### src/rtl/ctrl_seq_pkg.sv
// Shared types and helpers for the opcode sequencer: state encoding,
// the NOP opcode and the opcode-to-control decode equations.
package ctrl_seq_pkg;

    typedef enum logic [2:0] {
        IDLE   = 3'd0,
        DECODE = 3'd1,
        EXEC   = 3'd2,
        WAIT   = 3'd3,
        WB     = 3'd4,
        ERR    = 3'd5
    } state_e;

    localparam logic [2:0] OPCODE_NOP = 3'b000;

    typedef struct packed {
        logic       alu_op;
        logic [1:0] wb_sel;
    } decode_t;

    // Maps a 3-bit opcode onto the ALU operation and register-destination select.
    function automatic decode_t ctrl_decode(input logic [2:0] op);
        decode_t d;
        logic    s0;
        logic    s1;
        s0       = (op[0] & ~op[1]) | (op[2] & op[1]);
        s1       = ~op[2] & op[0];
        d.wb_sel = {s1, s0};
        d.alu_op = s0 & ~s1;
        return d;
    endfunction

endpackage

### src/rtl/ctrl_seq_fsm_if.sv
// Instruction-source / ALU / register-file signal bundle of the sequencer.
// The slave modport is the sequencer's view; master is the surrounding datapath.
interface ctrl_seq_fsm_if #(
    parameter int OPW  = 3,
    parameter int CNTW = 8
);
    logic            instr_valid;
    logic            instr_ready;
    logic [OPW-1:0]  instr_opcode;
    logic            alu_start;
    logic            alu_op;
    logic            alu_done;
    logic            wb_en;
    logic [1:0]      wb_sel;
    logic            busy;
    logic            timeout_err;
    logic            err_clr;
    logic [CNTW-1:0] retired_cnt;

    modport master (
        output instr_valid, instr_opcode, alu_done, err_clr,
        input  instr_ready, alu_start, alu_op, wb_en, wb_sel, busy,
               timeout_err, retired_cnt
    );

    modport slave (
        input  instr_valid, instr_opcode, alu_done, err_clr,
        output instr_ready, alu_start, alu_op, wb_en, wb_sel, busy,
               timeout_err, retired_cnt
    );
endinterface

### src/rtl/ctrl_seq_timer.sv
// Wait-cycle counter for the ALU completion timeout. Cleared before each
// wait, advanced once per idle wait cycle; expired flags the last allowed cycle.
module ctrl_seq_timer #(
    parameter int TIMEOUT = 8,
    localparam int W      = $clog2(TIMEOUT + 1)
) (
    input  logic clk,
    input  logic rst_n,
    input  logic clr,
    input  logic en,
    output logic expired
);

    logic [W-1:0] cnt_q;

    // Count consecutive wait cycles; clear has priority over enable.
    always_ff @(posedge clk or negedge rst_n) begin
        if (!rst_n) begin
            cnt_q <= '0;
        end else if (clr) begin
            cnt_q <= '0;
        end else if (en) begin
            cnt_q <= cnt_q + W'(1);
        end
    end

    // The count equals the number of waits already elapsed, so TIMEOUT-1
    // marks the final cycle in which alu_done can still be accepted.
    assign expired = (cnt_q == W'(TIMEOUT - 1));

endmodule

### src/rtl/ctrl_seq_fsm.sv
// Multi-cycle instruction sequencer: accepts an opcode, decodes it, launches
// the ALU, waits for completion under a timeout and strobes the writeback.
module ctrl_seq_fsm
    import ctrl_seq_pkg::*;
#(
    parameter int OPW     = 3,
    parameter int TIMEOUT = 8,
    parameter int CNTW    = 8
) (
    input logic           clk,
    input logic           rst_n,
    ctrl_seq_fsm_if.slave bus
);

    localparam logic [2:0] ST_IDLE   = IDLE;
    localparam logic [2:0] ST_DECODE = DECODE;
    localparam logic [2:0] ST_EXEC   = EXEC;
    localparam logic [2:0] ST_WAIT   = WAIT;
    localparam logic [2:0] ST_WB     = WB;
    localparam logic [2:0] ST_ERR    = ERR;

    logic [2:0]      state_q;
    logic [2:0]      state_d;
    logic [OPW-1:0]  opcode_q;
    logic            alu_op_q;
    logic [1:0]      wb_sel_q;
    logic [CNTW-1:0] retired_q;
    logic            retire;
    logic            tmr_clr;
    logic            tmr_en;
    logic            tmr_expired;
    decode_t         dec;

    assign dec = ctrl_decode(opcode_q);

    ctrl_seq_timer #(.TIMEOUT(TIMEOUT)) u_timer (
        .clk     (clk),
        .rst_n   (rst_n),
        .clr     (tmr_clr),
        .en      (tmr_en),
        .expired (tmr_expired)
    );

    // Next-state logic; alu_done and err_clr only matter in their own states.
    always_comb begin
        state_d = state_q;
        retire  = 1'b0;
        tmr_clr = 1'b0;
        tmr_en  = 1'b0;
        case (state_q)
            ST_IDLE: begin
                if (bus.instr_valid) state_d = ST_DECODE;
            end
            ST_DECODE: begin
                if (opcode_q == OPCODE_NOP) begin
                    retire  = 1'b1;
                    state_d = ST_IDLE;
                end else begin
                    state_d = ST_EXEC;
                end
            end
            ST_EXEC: begin
                tmr_clr = 1'b1;
                state_d = ST_WAIT;
            end
            ST_WAIT: begin
                if (bus.alu_done) begin
                    if (wb_sel_q != 2'b00) begin
                        state_d = ST_WB;
                    end else begin
                        retire  = 1'b1;
                        state_d = ST_IDLE;
                    end
                end else if (tmr_expired) begin
                    state_d = ST_ERR;
                end else begin
                    tmr_en = 1'b1;
                end
            end
            ST_WB: begin
                retire  = 1'b1;
                state_d = ST_IDLE;
            end
            ST_ERR: begin
                if (bus.err_clr) state_d = ST_IDLE;
            end
            default: state_d = ST_IDLE;
        endcase
    end

    // State register.
    always_ff @(posedge clk or negedge rst_n) begin
        if (!rst_n) state_q <= ST_IDLE;
        else        state_q <= state_d;
    end

    // Capture the opcode on the accepting handshake only.
    always_ff @(posedge clk or negedge rst_n) begin
        if (!rst_n) begin
            opcode_q <= '0;
        end else if (state_q == ST_IDLE && bus.instr_valid) begin
            opcode_q <= bus.instr_opcode;
        end
    end

    // Decoded controls are registered in DECODE and held until the next decode.
    always_ff @(posedge clk or negedge rst_n) begin
        if (!rst_n) begin
            alu_op_q <= 1'b0;
            wb_sel_q <= 2'b00;
        end else if (state_q == ST_DECODE) begin
            alu_op_q <= dec.alu_op;
            wb_sel_q <= dec.wb_sel;
        end
    end

    // Retired-instruction counter, wraps silently.
    always_ff @(posedge clk or negedge rst_n) begin
        if (!rst_n)      retired_q <= '0;
        else if (retire) retired_q <= retired_q + CNTW'(1);
    end

    assign bus.instr_ready  = (state_q == ST_IDLE);
    assign bus.busy         = (state_q != ST_IDLE);
    assign bus.alu_start    = (state_q == ST_EXEC);
    assign bus.wb_en        = (state_q == ST_WB);
    assign bus.timeout_err  = (state_q == ST_ERR);
    assign bus.alu_op       = alu_op_q;
    assign bus.wb_sel       = wb_sel_q;
    assign bus.retired_cnt  = retired_q;

endmodule

### src/flat_wrapper.sv
// flat-port wrapper written by rule: the top's interface ports become plain ports
module ctrl_seq_fsm_flat import ctrl_seq_pkg::*;
#(
    parameter int OPW     = 3,
    parameter int TIMEOUT = 8,
    parameter int CNTW    = 8
)
  (clk, rst_n, bus_instr_valid, bus_instr_opcode, bus_alu_done, bus_err_clr, bus_instr_ready, bus_alu_start, bus_alu_op, bus_wb_en, bus_wb_sel, bus_busy, bus_timeout_err, bus_retired_cnt);
  ctrl_seq_fsm_if #(.OPW(OPW), .CNTW(CNTW)) bus_i ();
  input logic clk;
  input logic rst_n;
  input wire logic [$bits(bus_i.instr_valid)-1:0] bus_instr_valid;
  input wire logic [$bits(bus_i.instr_opcode)-1:0] bus_instr_opcode;
  input wire logic [$bits(bus_i.alu_done)-1:0] bus_alu_done;
  input wire logic [$bits(bus_i.err_clr)-1:0] bus_err_clr;
  output wire logic [$bits(bus_i.instr_ready)-1:0] bus_instr_ready;
  output wire logic [$bits(bus_i.alu_start)-1:0] bus_alu_start;
  output wire logic [$bits(bus_i.alu_op)-1:0] bus_alu_op;
  output wire logic [$bits(bus_i.wb_en)-1:0] bus_wb_en;
  output wire logic [$bits(bus_i.wb_sel)-1:0] bus_wb_sel;
  output wire logic [$bits(bus_i.busy)-1:0] bus_busy;
  output wire logic [$bits(bus_i.timeout_err)-1:0] bus_timeout_err;
  output wire logic [$bits(bus_i.retired_cnt)-1:0] bus_retired_cnt;
  assign bus_i.instr_valid = bus_instr_valid;
  assign bus_i.instr_opcode = bus_instr_opcode;
  assign bus_i.alu_done = bus_alu_done;
  assign bus_i.err_clr = bus_err_clr;
  assign bus_instr_ready = bus_i.instr_ready;
  assign bus_alu_start = bus_i.alu_start;
  assign bus_alu_op = bus_i.alu_op;
  assign bus_wb_en = bus_i.wb_en;
  assign bus_wb_sel = bus_i.wb_sel;
  assign bus_busy = bus_i.busy;
  assign bus_timeout_err = bus_i.timeout_err;
  assign bus_retired_cnt = bus_i.retired_cnt;
  ctrl_seq_fsm #(.OPW(OPW), .TIMEOUT(TIMEOUT), .CNTW(CNTW)) u_core (.clk(clk), .rst_n(rst_n), .bus(bus_i));
endmodule
### config.mk
export PLATFORM = sky130hd
export DESIGN_NAME = ctrl_seq_fsm_flat
export DESIGN_NICKNAME = d
export VERILOG_FILES = /design/src/rtl/ctrl_seq_pkg.sv /design/src/rtl/ctrl_seq_fsm_if.sv /design/src/rtl/ctrl_seq_timer.sv /design/src/rtl/ctrl_seq_fsm.sv /design/src/flat_wrapper.sv
export SDC_FILE = /design/constraint.sdc
export NUM_CORES = 1
export LEC_CHECK = 0
export BUFFER_PORTS_ARGS = -buffer_cell sky130_fd_sc_hd__buf_2
export CELL_PAD_IN_SITES_DETAIL_PLACEMENT = 0
export CELL_PAD_IN_SITES_GLOBAL_PLACEMENT = 2
export CORE_MARGIN = 2
export CORE_UTILIZATION = 35
export CTS_CLUSTER_DIAMETER = 120
export DETAILED_ROUTE_END_ITERATION = 16
export HOLD_SLACK_MARGIN = 0.06
export PLACE_DENSITY_LB_ADDON = 0.1
export SLEW_MARGIN = 20
export SYNTH_ARGS = -nofsm -noshare
export SYNTH_HDL_FRONTEND = slang
export SYNTH_SLANG_ARGS = --single-unit
### constraint.sdc
create_clock -name clk -period 3 [get_ports clk]
set_input_delay 0.15 -clock clk [delete_from_list [all_inputs] [get_ports clk]]
set_output_delay 0.15 -clock clk [all_outputs]
set_load 0.005 [all_outputs]
==> run metrics <==
status=completed; Mapped Area=between 0.001 and 0.0015 mm2; PortBufs=23; DR iter-0 viols=32; routed vias/inst=4.74; pin count of the biggest net entering global routing=22; DR vias=~870; setup TNS=0 ns; Worst VDD drop=roughly 0.34 mV; worst-skew pair later-pin latency=about 0.30 ns; Layout Skew=0.00474 ns; Min-Delay Path Class=input pin to flip-flop; Gate Count Post-Synth=about 110; leakage=between 0.6 and 0.7 nW; area of the core=0.00308 mm2; Final Cell Area=around 0.0013 mm2; WP buf/inv=0; PwrDens=between 900 and 1000 mW/mm2; ys async rst share=100%; Area contributors post-synth=dfrtp_1, xor2_1, a21oi_1; Starting Density=a little under two fifths; commonest non-fill, non-tap cell in the layout=buf_2; slowest cell on the critical path=dfrtp_1; minimum clock period=roughly 1.7 ns; clock buffer depth=2; post-synthesis average cell area=10.1 um2; DRT Pass-1 Iters=4; Seq/Total Area, Yosys=46.4%; nets@finish=approximately 150; hpwl dp=roughly 1600 um; Switching Share=roughly 42%; clock group share of total power=about 11%; endpoints failing setup=0; number of global-route vias before repair=851; die area=~0.0037 mm2; most frequent cells in the layout=buf_2, dfrtp_1, nand2_1, a21oi_1, o21ai_0; CTS Buf Count=3; fin. max-slew vios=0; post-synth top area share=46.4%; CTS tree=done; critical path type=flip-flop to flip-flop; Gate power share=about two fifths; first-pass GRT wire length=approximately 3800 um; CTS Hold Bufs=4; Post-synth EDFFs=0; CTS clk-pin slew, worst paths=0.12 ns; Critical Path Max Stage Delay=0.60 ns; Crit Path Max Fanout=11; I/O pins=24; Inserted Diodes=0; maximum clock frequency=around 600 MHz; max-cap viol count=0; # DRC=0; CP endpoint kind=flip-flop; Main synth FF type=dfrtp_1; arrival time at the worst endpoint=about 1.9 ns; final antenna-violating net count=0; global placer's final weighted congestion=~0.77; Slew headroom=around two thirds; CTS Sinks=21; #FFs+latches synth=21; count of unique library cells instantiated by Yosys=38; total track usage=about 14%; Switching Power=roughly 0.51 mW; final worst path period share=between 50% and 60%; Worst Max-Slew Pin Slew=roughly 0.5 ns; row count=20; RSZ-0062 raised after global routing=false; chip width=60.9 um; Post-CTS Repair Setup Buffers=0; PostCTS Resize Cnt=0; root buffer cell=clkbuf_4; Crit path required time=~3.3 ns; Fin. Hold Viols=0; net count after synthesis=about 120; gr ovfl total=0; htree depth=1; Post-Route WL=2260 um; area grow syn2layout=18.8%; cell-by-cell trace of the critical path=nand2b_1 -> or4_1 -> o21ai_1 -> a22o_1; Int Pwr=0.722 mW; initial antenna violation count=0; sequential share of power=47.6%; final design utilization=between 40% and 50%; Cell Area, Placed=roughly 0.0013 mm2; share of layout cells above drive strength 1=about a quarter; Ys Warns=0; wire per inst=~12 um; post-synth top area cell=dfrtp_1; Die Span Y=60.9 um; crit path launch type=flip-flop; Worst path top cell family by delay=simple AND/OR/NAND/NOR gates
## cell type report
type                            count  area, um2
Fill cell                         315       1730
Multi-Input combinational cell     82        561
Sequential cell                    21        526
Timing Repair Buffer               27        155
Tap cell                           44       55.1
Clock buffer                        4       26.3
Inverter                            6       22.5
## routing by layer
layer | track usage (%) | wire length, um | up-vias | share of wire, %
li1 | - | - | 443 | -
met1 | 18.9 | 1090 | 415 | 48
met2 | 21.4 | 1090 | 13 | 48
met3 | 2.56 | 58 | 2 | 2.6
met4 | 6.52 | 15 | 0 | 0.66
met5 | 0 | 0 | - | 0
## power groups by stage
stage               combinational (mW)  clock (mW)  sequential, mW
floorplan                        0.407           0           0.532
detailed placement               0.512           0           0.595
finish                           0.511       0.137           0.588
global route                     0.585       0.158           0.619
global placement                 0.508           0           0.592
CTS                              0.519       0.146           0.592
## cells by family (layout without fill, tap and decap cells)
kind of cell	after synthesis	after routing	share of synthesized area, %
AOI/OAI and AO/OA	25	25	13.8
adders and majority gates	2	2	2.21
muxes	6	6	5.75
buffers and inverters	9	37	4.09
xor gates and xnor gates	7	7	5.41
DFF	21	21	46.4
and+or+nand+nor	42	42	22.3
## synthesized netlist by cell type, drive strengths merged (2+ instances only)
master,count
and2,4
inv,6
or3,2
nor2,6
ha,2
dfrtp,21
o21ai,10
mux2,4
nor2b,3
nand2b,3
buf,3
a21oi,9
mux2i,2
nand2,11
xor2,7
nand3,5
## worst min-delay path, stage by stage
cell	delay [ns]
buf_2	0.08
nor2_1	0.04
nand2_1	0.05
a21oi_1	0.05
## state kept, by name (all words and copies together), names as in the netlist
signal                  count
u_core.state_q              3
u_core.bus.retired_cnt      8
u_core.u_timer.cnt_q        4
u_core.bus.alu_op           1
u_core.bus.wb_sel           2
u_core.opcode_q             3
## stage by stage
step / worst slack [ns] / hold slack [ns] / instances / total power [mW]
after CTS: 1.31 / 0.0903 / 184 / 1.26
final: 1.32 / 0.101 / 184 / 1.24
after global routing: 1.21 / 0.0907 / 184 / 1.36
after detailed placement: 1.34 / 0.146 / 176 / 1.11
after global placement: 1.38 / 0.142 / 176 / 1.10
after floorplan: 1.45 / -0.146 / 112 / 0.939
## worst paths after layout
path / startpoint / end / slack, ns / cells past startpoint
max: u_core.state_q[1] / u_core.u_timer.cnt_q[3] / 1.32 / 4
min: bus_err_clr / u_core.state_q[2] / 0.10 / 4
max reg2reg: u_core.state_q[1] / u_core.u_timer.cnt_q[3] / 1.32 / 4
min reg2reg: u_core.bus.retired_cnt[7] / u_core.bus.retired_cnt[7] / 0.48 / 1
max in group asynchronous: rst_n / u_core.state_q[2] / 2.34 / 2
min in group asynchronous: rst_n / u_core.u_timer.cnt_q[3] / 0.32 / 2
Note: power is estimated with default switching activity, not from simulation.
